`config.mk`:
```
export PLATFORM = sky130hd
export DESIGN_NAME = cpu_sequencer
export DESIGN_NICKNAME = d
export VERILOG_FILES = /design/src/rtl/cpu_sequencer.sv
export SDC_FILE = /design/constraint.sdc
export NUM_CORES = 1
export LEC_CHECK = 0
export ABC_CLOCK_PERIOD_IN_PS = 2900
export CAP_MARGIN = 25
export CORE_UTILIZATION = 40
export CTS_CLUSTER_DIAMETER = 30
export DETAILED_ROUTE_END_ITERATION = 16
export MAX_ROUTING_LAYER = met4
export PLACE_DENSITY = 0.69
export SYNTH_ARGS = -nofsm -noshare
export SYNTH_HDL_FRONTEND = slang
export SYNTH_SLANG_ARGS = --single-unit
export TNS_END_PERCENT = 1
```
`constraint.sdc`:
```
create_clock -name clk -period 2.9 [get_ports clk]
set_input_delay 0.87 -clock clk [delete_from_list [all_inputs] [get_ports clk]]
set_output_delay 0.87 -clock clk [all_outputs]
set_load 0.005 [all_outputs]
```
`src/rtl/cpu_sequencer.sv`:
```
// Multi-cycle instruction sequencer: FETCH -> DECODE -> EXECUTE -> [MEM] -> WB.
// Owns PC, instruction register and retired counter; gates decoder write enables.
module cpu_sequencer #(
  parameter logic [31:0] RESET_PC = 32'h0000_0000,
  parameter int unsigned TIMEOUT  = 255
) (
  input  logic        clk,
  input  logic        rst,
  input  logic        run,
  output logic [31:0] pc,
  output logic        imem_req,
  input  logic        imem_ready,
  input  logic [31:0] imem_rdata,
  output logic [31:0] instruction,
  input  logic        dec_reg_wren,
  input  logic        dec_ram_wren,
  input  logic        dec_reg_write_data_src,
  input  logic [1:0]  dec_next_pc_src,
  input  logic        alu_zero,
  input  logic [31:0] branch_target,
  output logic        dmem_req,
  output logic        dmem_we,
  input  logic        dmem_ready,
  output logic        reg_wren,
  output logic        load_data_en,
  output logic [31:0] retired,
  output logic        fault,
  output logic [2:0]  state
);

  typedef enum logic [2:0] {
    S_IDLE    = 3'd0,
    S_FETCH   = 3'd1,
    S_DECODE  = 3'd2,
    S_EXECUTE = 3'd3,
    S_MEM     = 3'd4,
    S_WB      = 3'd5,
    S_FAULT   = 3'd6
  } state_t;

  // The counter holds the number of cycles already waited; the request whose
  // last allowed cycle sees no ready faults on the following edge.
  localparam logic [7:0] TMO_LAST = 8'(TIMEOUT - 1);

  state_t      cur_state;
  state_t      nxt_state;
  logic [31:0] next_pc;
  logic [31:0] next_pc_d;
  logic [31:0] pc_plus4;
  logic [7:0]  tmo_cnt;
  logic        tmo_hit;
  logic        mem_needed;

  assign pc_plus4   = pc + 32'd4;
  assign tmo_hit    = (tmo_cnt == TMO_LAST);
  assign mem_needed = dec_ram_wren | (dec_reg_wren & dec_reg_write_data_src);
  assign state      = cur_state;

  always_comb begin
    next_pc_d = pc_plus4;
    case (dec_next_pc_src)
      2'd0: next_pc_d = pc_plus4;
      2'd1: next_pc_d = branch_target;
      2'd2: next_pc_d = alu_zero  ? branch_target : pc_plus4;
      2'd3: next_pc_d = !alu_zero ? branch_target : pc_plus4;
      default: next_pc_d = pc_plus4;
    endcase
  end

  always_comb begin
    nxt_state    = cur_state;
    imem_req     = 1'b0;
    dmem_req     = 1'b0;
    dmem_we      = 1'b0;
    reg_wren     = 1'b0;
    load_data_en = 1'b0;
    fault        = 1'b0;
    case (cur_state)
      S_IDLE: begin
        if (run) nxt_state = S_FETCH;
      end
      S_FETCH: begin
        imem_req = 1'b1;
        if (imem_ready)   nxt_state = S_DECODE;
        else if (tmo_hit) nxt_state = S_FAULT;
      end
      S_DECODE: begin
        nxt_state = S_EXECUTE;
      end
      S_EXECUTE: begin
        if (next_pc_d[1:0] != 2'b00) nxt_state = S_FAULT;
        else if (mem_needed)         nxt_state = S_MEM;
        else                         nxt_state = S_WB;
      end
      S_MEM: begin
        dmem_req = 1'b1;
        dmem_we  = dec_ram_wren;
        if (dmem_ready) begin
          load_data_en = dec_reg_write_data_src & ~dec_ram_wren;
          nxt_state    = S_WB;
        end else if (tmo_hit) begin
          nxt_state = S_FAULT;
        end
      end
      S_WB: begin
        reg_wren  = dec_reg_wren;
        nxt_state = run ? S_FETCH : S_IDLE;
      end
      S_FAULT: begin
        fault = 1'b1;
      end
      default: nxt_state = S_FAULT;
    endcase
  end

  always_ff @(posedge clk) begin
    if (rst) begin
      cur_state   <= S_IDLE;
      pc          <= RESET_PC;
      next_pc     <= RESET_PC;
      instruction <= '0;
      retired     <= '0;
      tmo_cnt     <= '0;
    end else begin
      cur_state <= nxt_state;
      if (nxt_state != cur_state)
        tmo_cnt <= '0;
      else if (cur_state == S_FETCH || cur_state == S_MEM)
        tmo_cnt <= tmo_cnt + 8'd1;
      if (cur_state == S_FETCH && imem_ready)
        instruction <= imem_rdata;
      if (cur_state == S_EXECUTE)
        next_pc <= next_pc_d;
      if (cur_state == S_WB) begin
        pc      <= next_pc;
        retired <= retired + 32'd1;
      end
    end
  end

endmodule

```
==> impl_metrics.xml <==
<?xml version="1.0" encoding="UTF-8"?>
<metrics>
  <group name="status">
    <metric name="status" unit="">completed</metric>
  </group>
  <group name="synth">
    <metric name="synthesis.yosys.warnings" unit="">0</metric>
    <metric name="ys_top_cells_by_count" unit="">sky130_fd_sc_hd__nand2_1, sky130_fd_sc_hd__dfxtp_1, sky130_fd_sc_hd__a21oi_1</metric>
    <metric name="synth_top_area_share" unit="%">43.5</metric>
    <metric name="asyncSetResetFlopFracSynth" unit="%">0</metric>
    <metric name="yosysSeqAreaShare" unit="%">43.5</metric>
    <metric name="synth_enable_flop_cells" unit="">0</metric>
    <metric name="synth_nets" unit="">890</metric>
    <metric name="ys_seq_elements" unit="">139</metric>
    <metric name="postSynthCellCount" unit="">811</metric>
    <metric name="synthesis.area" unit="µm²">6390</metric>
    <metric name="ys.flop_type" unit="">sky130_fd_sc_hd__dfxtp_1</metric>
    <metric name="number_of_distinct_standard_cells_referenced_by_the_synthesized_netlist" unit="">56</metric>
    <metric name="netlist_top_cells_area" unit="">sky130_fd_sc_hd__dfxtp_1, sky130_fd_sc_hd__nand2_1, sky130_fd_sc_hd__a21oi_1</metric>
    <metric name="postSynthAreaPerCell" unit="µm²">7.88</metric>
    <metric name="yosysMostFrequentCell" unit="">sky130_fd_sc_hd__nand2_1</metric>
    <metric name="yosysTopAreaCell" unit="">sky130_fd_sc_hd__dfxtp_1</metric>
  </group>
  <group name="power_and_ir_drop">
    <metric name="power.static_leakage" unit="nW">2.98</metric>
    <metric name="irDropWorstVdd" unit="µV">492</metric>
    <metric name="powerDensity" unit="nW/µm²">523</metric>
  </group>
  <group name="floorplan">
    <metric name="core_footprint" unit="µm²">15400</metric>
    <metric name="initial_utilization" unit="%">41.6</metric>
    <metric name="chipWidth" unit="µm">128</metric>
    <metric name="pin_count" unit="">180</metric>
    <metric name="die_area" unit="µm²">16500</metric>
    <metric name="die_ht" unit="µm">128</metric>
    <metric name="rows" unit="">45</metric>
  </group>
  <group name="finish">
    <metric name="area.growth.synth_to_final" unit="%">43.4</metric>
    <metric name="finalCoreUtilization" unit="%">59.6</metric>
    <metric name="nets" unit="">1065</metric>
    <metric name="antennaDiodeCount" unit="">0</metric>
    <metric name="post_route_cells_drive_above_1_share" unit="%">8.51</metric>
    <metric name="fin_cells" unit="">1210</metric>
  </group>
  <group name="sta">
    <metric name="final.min_clock_period" unit="ns">2.82</metric>
    <metric name="slew-limit-headroom" unit="%">36.8</metric>
    <metric name="tightest_slew" unit="ns">0.945</metric>
    <metric name="final_min_period_over_clock_period" unit="%">97.3</metric>
    <metric name="setup_viol_count_final" unit="">0</metric>
    <metric name="final_hold_viol_count" unit="">0</metric>
    <metric name="achievable-frequency" unit="MHz">354</metric>
    <metric name="skew" unit="ns">0.00826</metric>
    <metric name="grt_setup_unrepaired" unit="">no</metric>
    <metric name="final-max-slew-violation-count" unit="">0</metric>
  </group>
  <group name="worst_setup_path">
    <metric name="criticalPathCategory" unit="">in -&gt; out</metric>
    <metric name="timing.critical_path.slowest_stage_cell" unit="">sky130_fd_sc_hd__clkdlybuf4s50_1</metric>
    <metric name="slowest_delay" unit="ns">0.50</metric>
    <metric name="worstSetupStartpointType" unit="">input pin</metric>
    <metric name="end_kind" unit="">primary output</metric>
    <metric name="timing.critical_path.buf_inv" unit="">2</metric>
    <metric name="critical_path.max_fanout" unit="">2</metric>
    <metric name="path_common_cell" unit="">sky130_fd_sc_hd__clkdlybuf4s50_1</metric>
    <metric name="worst_path_dominant_cell_family" unit="">buffers and inverters</metric>
    <metric name="cp_data_required_time" unit="ns">2.03</metric>
    <metric name="critical_path_cell_list" unit="">clkdlybuf4s50_1 -&gt; and2_1 -&gt; clkdlybuf4s50_1</metric>
    <metric name="arrival" unit="ns">1.95</metric>
  </group>
  <group name="grt">
    <metric name="grt_util_all_layers" unit="%">23.1</metric>
    <metric name="grt_start_max_net_pins" unit="">66</metric>
    <metric name="grt_pass1_vias" unit="">5649</metric>
    <metric name="number_of_antenna_violations_at_the_first_check_in_global_routing" unit="">0</metric>
    <metric name="first_pass_grt_wire_length" unit="mm">29.2</metric>
    <metric name="grt_remaining_overflow" unit="">0</metric>
  </group>
  <group name="routing">
    <metric name="post_drt_wl_per_cell" unit="µm">15.1</metric>
    <metric name="remaining_drc_errors" unit="">0</metric>
    <metric name="via_per_inst" unit="">5.17</metric>
    <metric name="drtPass1Iterations" unit="">5</metric>
    <metric name="postRouteAntennaNets" unit="">0</metric>
    <metric name="first_iter_violations" unit="">491</metric>
    <metric name="drt-total-wl" unit="mm">18.2</metric>
    <metric name="vias" unit="">6256</metric>
  </group>
  <group name="min_path">
    <metric name="hold_path.class" unit="">reg -&gt; reg</metric>
  </group>
  <group name="clocking">
    <metric name="ctsRootBufferMaster" unit="">sky130_fd_sc_hd__clkbuf_16</metric>
    <metric name="postCtsHoldBufs" unit="">0</metric>
    <metric name="tritoncts" unit="">yes</metric>
    <metric name="clk_pin_slew" unit="ns">0.06</metric>
    <metric name="total_clock_buffers_created_by_cts" unit="">17</metric>
    <metric name="numClockSinks" unit="">139</metric>
    <metric name="number_of_h_tree_branching_levels" unit="">4</metric>
    <metric name="cts_max_path_buffers" unit="">2</metric>
    <metric name="clkLatencyLatePin" unit="ns">0.42</metric>
  </group>
  <group name="job">
    <metric name="max_cap_violations" unit="">0</metric>
  </group>
  <group name="placement">
    <metric name="place_inst" unit="">1178</metric>
    <metric name="io_buffer_count" unit="">179</metric>
    <metric name="place_congestion" unit="">0.807</metric>
    <metric name="dp_hpwl" unit="mm">12.2</metric>
  </group>
</metrics>
## where the power goes
| part | leakage (nW) | total, mW | switching [mW] | internal, mW |
|---|---|---|---|---|
| sequential | 1.12 | 1.95 | 0.0161 | 1.93 |
| combinational | 1.54 | 0.350 | 0.161 | 0.188 |
| clock | 0.323 | 2.49 | 0.853 | 1.64 |
## registers in the layout (all words and copies together), names as in the netlist
signal       cells
pc              32
instruction     32
tmo_cnt          8
retired         32
state            3
next_pc         32
## metal layers
metal / share of wire, % / track usage [%] / vias up
met3: 5.1 / 5.11 / 21
met2: 48 / 35.3 / 157
li1: - / - / 3163
met1: 46 / 30.3 / 2915
met5: 0 / - / -
met4: 1.3 / 7.47 / 0
## worst paths after layout
path                                      from                      endpoint  slack (ns)  cells past startpoint
setup / recovery                  dec_reg_wren                      reg_wren        0.08                      3
hold / removal    instruction[25]$_SDFFE_PP0P_  instruction[25]$_SDFFE_PP0P_        0.45                      2
setup reg to reg            pc[3]$_SDFFE_PP0N_      next_pc[22]$_SDFFE_PP0P_        0.56                      6
hold reg to reg   instruction[25]$_SDFFE_PP0P_  instruction[25]$_SDFFE_PP0P_        0.45                      2
## repair_timing
item,in CTS,in global routing
hold endpoints to repair,0,0
endpoints found under the setup margin,2,2
buffers inserted,0,0
resized for setup,3,3
## layout make-up
type	count	area, µm²
Clock buffer	18	439
Sequential cell	139	2790
Inverter	12	45.0
Multi-Input combinational cell	609	3380
Timing Repair Buffer	207	2010
Tap cell	211	264
Fill cell	1355	6200
Clock inverter	14	243
## stage by stage
stage          hold WS [ns]  setup TNS, ns  instance area (µm²)  total power [mW]  setup slack [ns]
6_report              0.451              0                 9170              4.79            0.0779
5_1_grt               0.469              0                 9170              4.95            0.0242
4_1_cts               0.452              0                 9160              4.83            0.0584
3_5_place_dp          0.443          -2.09                 8480              2.34            -0.200
3_3_place_gp          0.437          -1.46                 8480              2.34            -0.124
2_1_floorplan         0.427              0                 6390              2.13             0.488
## worst reg2reg max path, stage by stage (launching register included)
cell and delay (ns):
sky130_fd_sc_hd__dfxtp_1 0.43, sky130_fd_sc_hd__ha_1 0.26, sky130_fd_sc_hd__nand3_2 0.12, sky130_fd_sc_hd__or4_4 0.69, sky130_fd_sc_hd__or3_1 0.35, sky130_fd_sc_hd__a31o_1 0.23
sky130_fd_sc_hd__a211oi_2 0.19
## kinds of logic after synthesis
kind of cell / Yosys count / share of synthesized area (%)
AND/OR/NAND/NOR: 387 / 28.3
adder cells (fa/ha/maj): 4 / 0.783
buffers and inverters: 63 / 3.95
AO/OA/AOI/OAI: 166 / 16.2
multiplexers: 2 / 0.333
flip-flops: 139 / 43.5
XOR/XNOR: 50 / 6.85
## cells in the final DEF, fill, tap and decap left out, drive strengths merged, types with 13 or more instances in the layout
cell / Yosys / routed
a21oi: 78 / 78
a31oi: 13 / 13
nor4: 22 / 22
nand3: 38 / 38
buf: 10 / 29
clkdlybuf4s50: 0 / 176
inv: 12 / 13
dfxtp: 139 / 139
nand2: 183 / 183
nor3: 26 / 26
clkbuf: 41 / 18
nor2: 61 / 61
xnor2: 32 / 32
nand4: 18 / 18
o21ai: 26 / 26
xor2: 18 / 18
(Power assumes the default switching activity.)
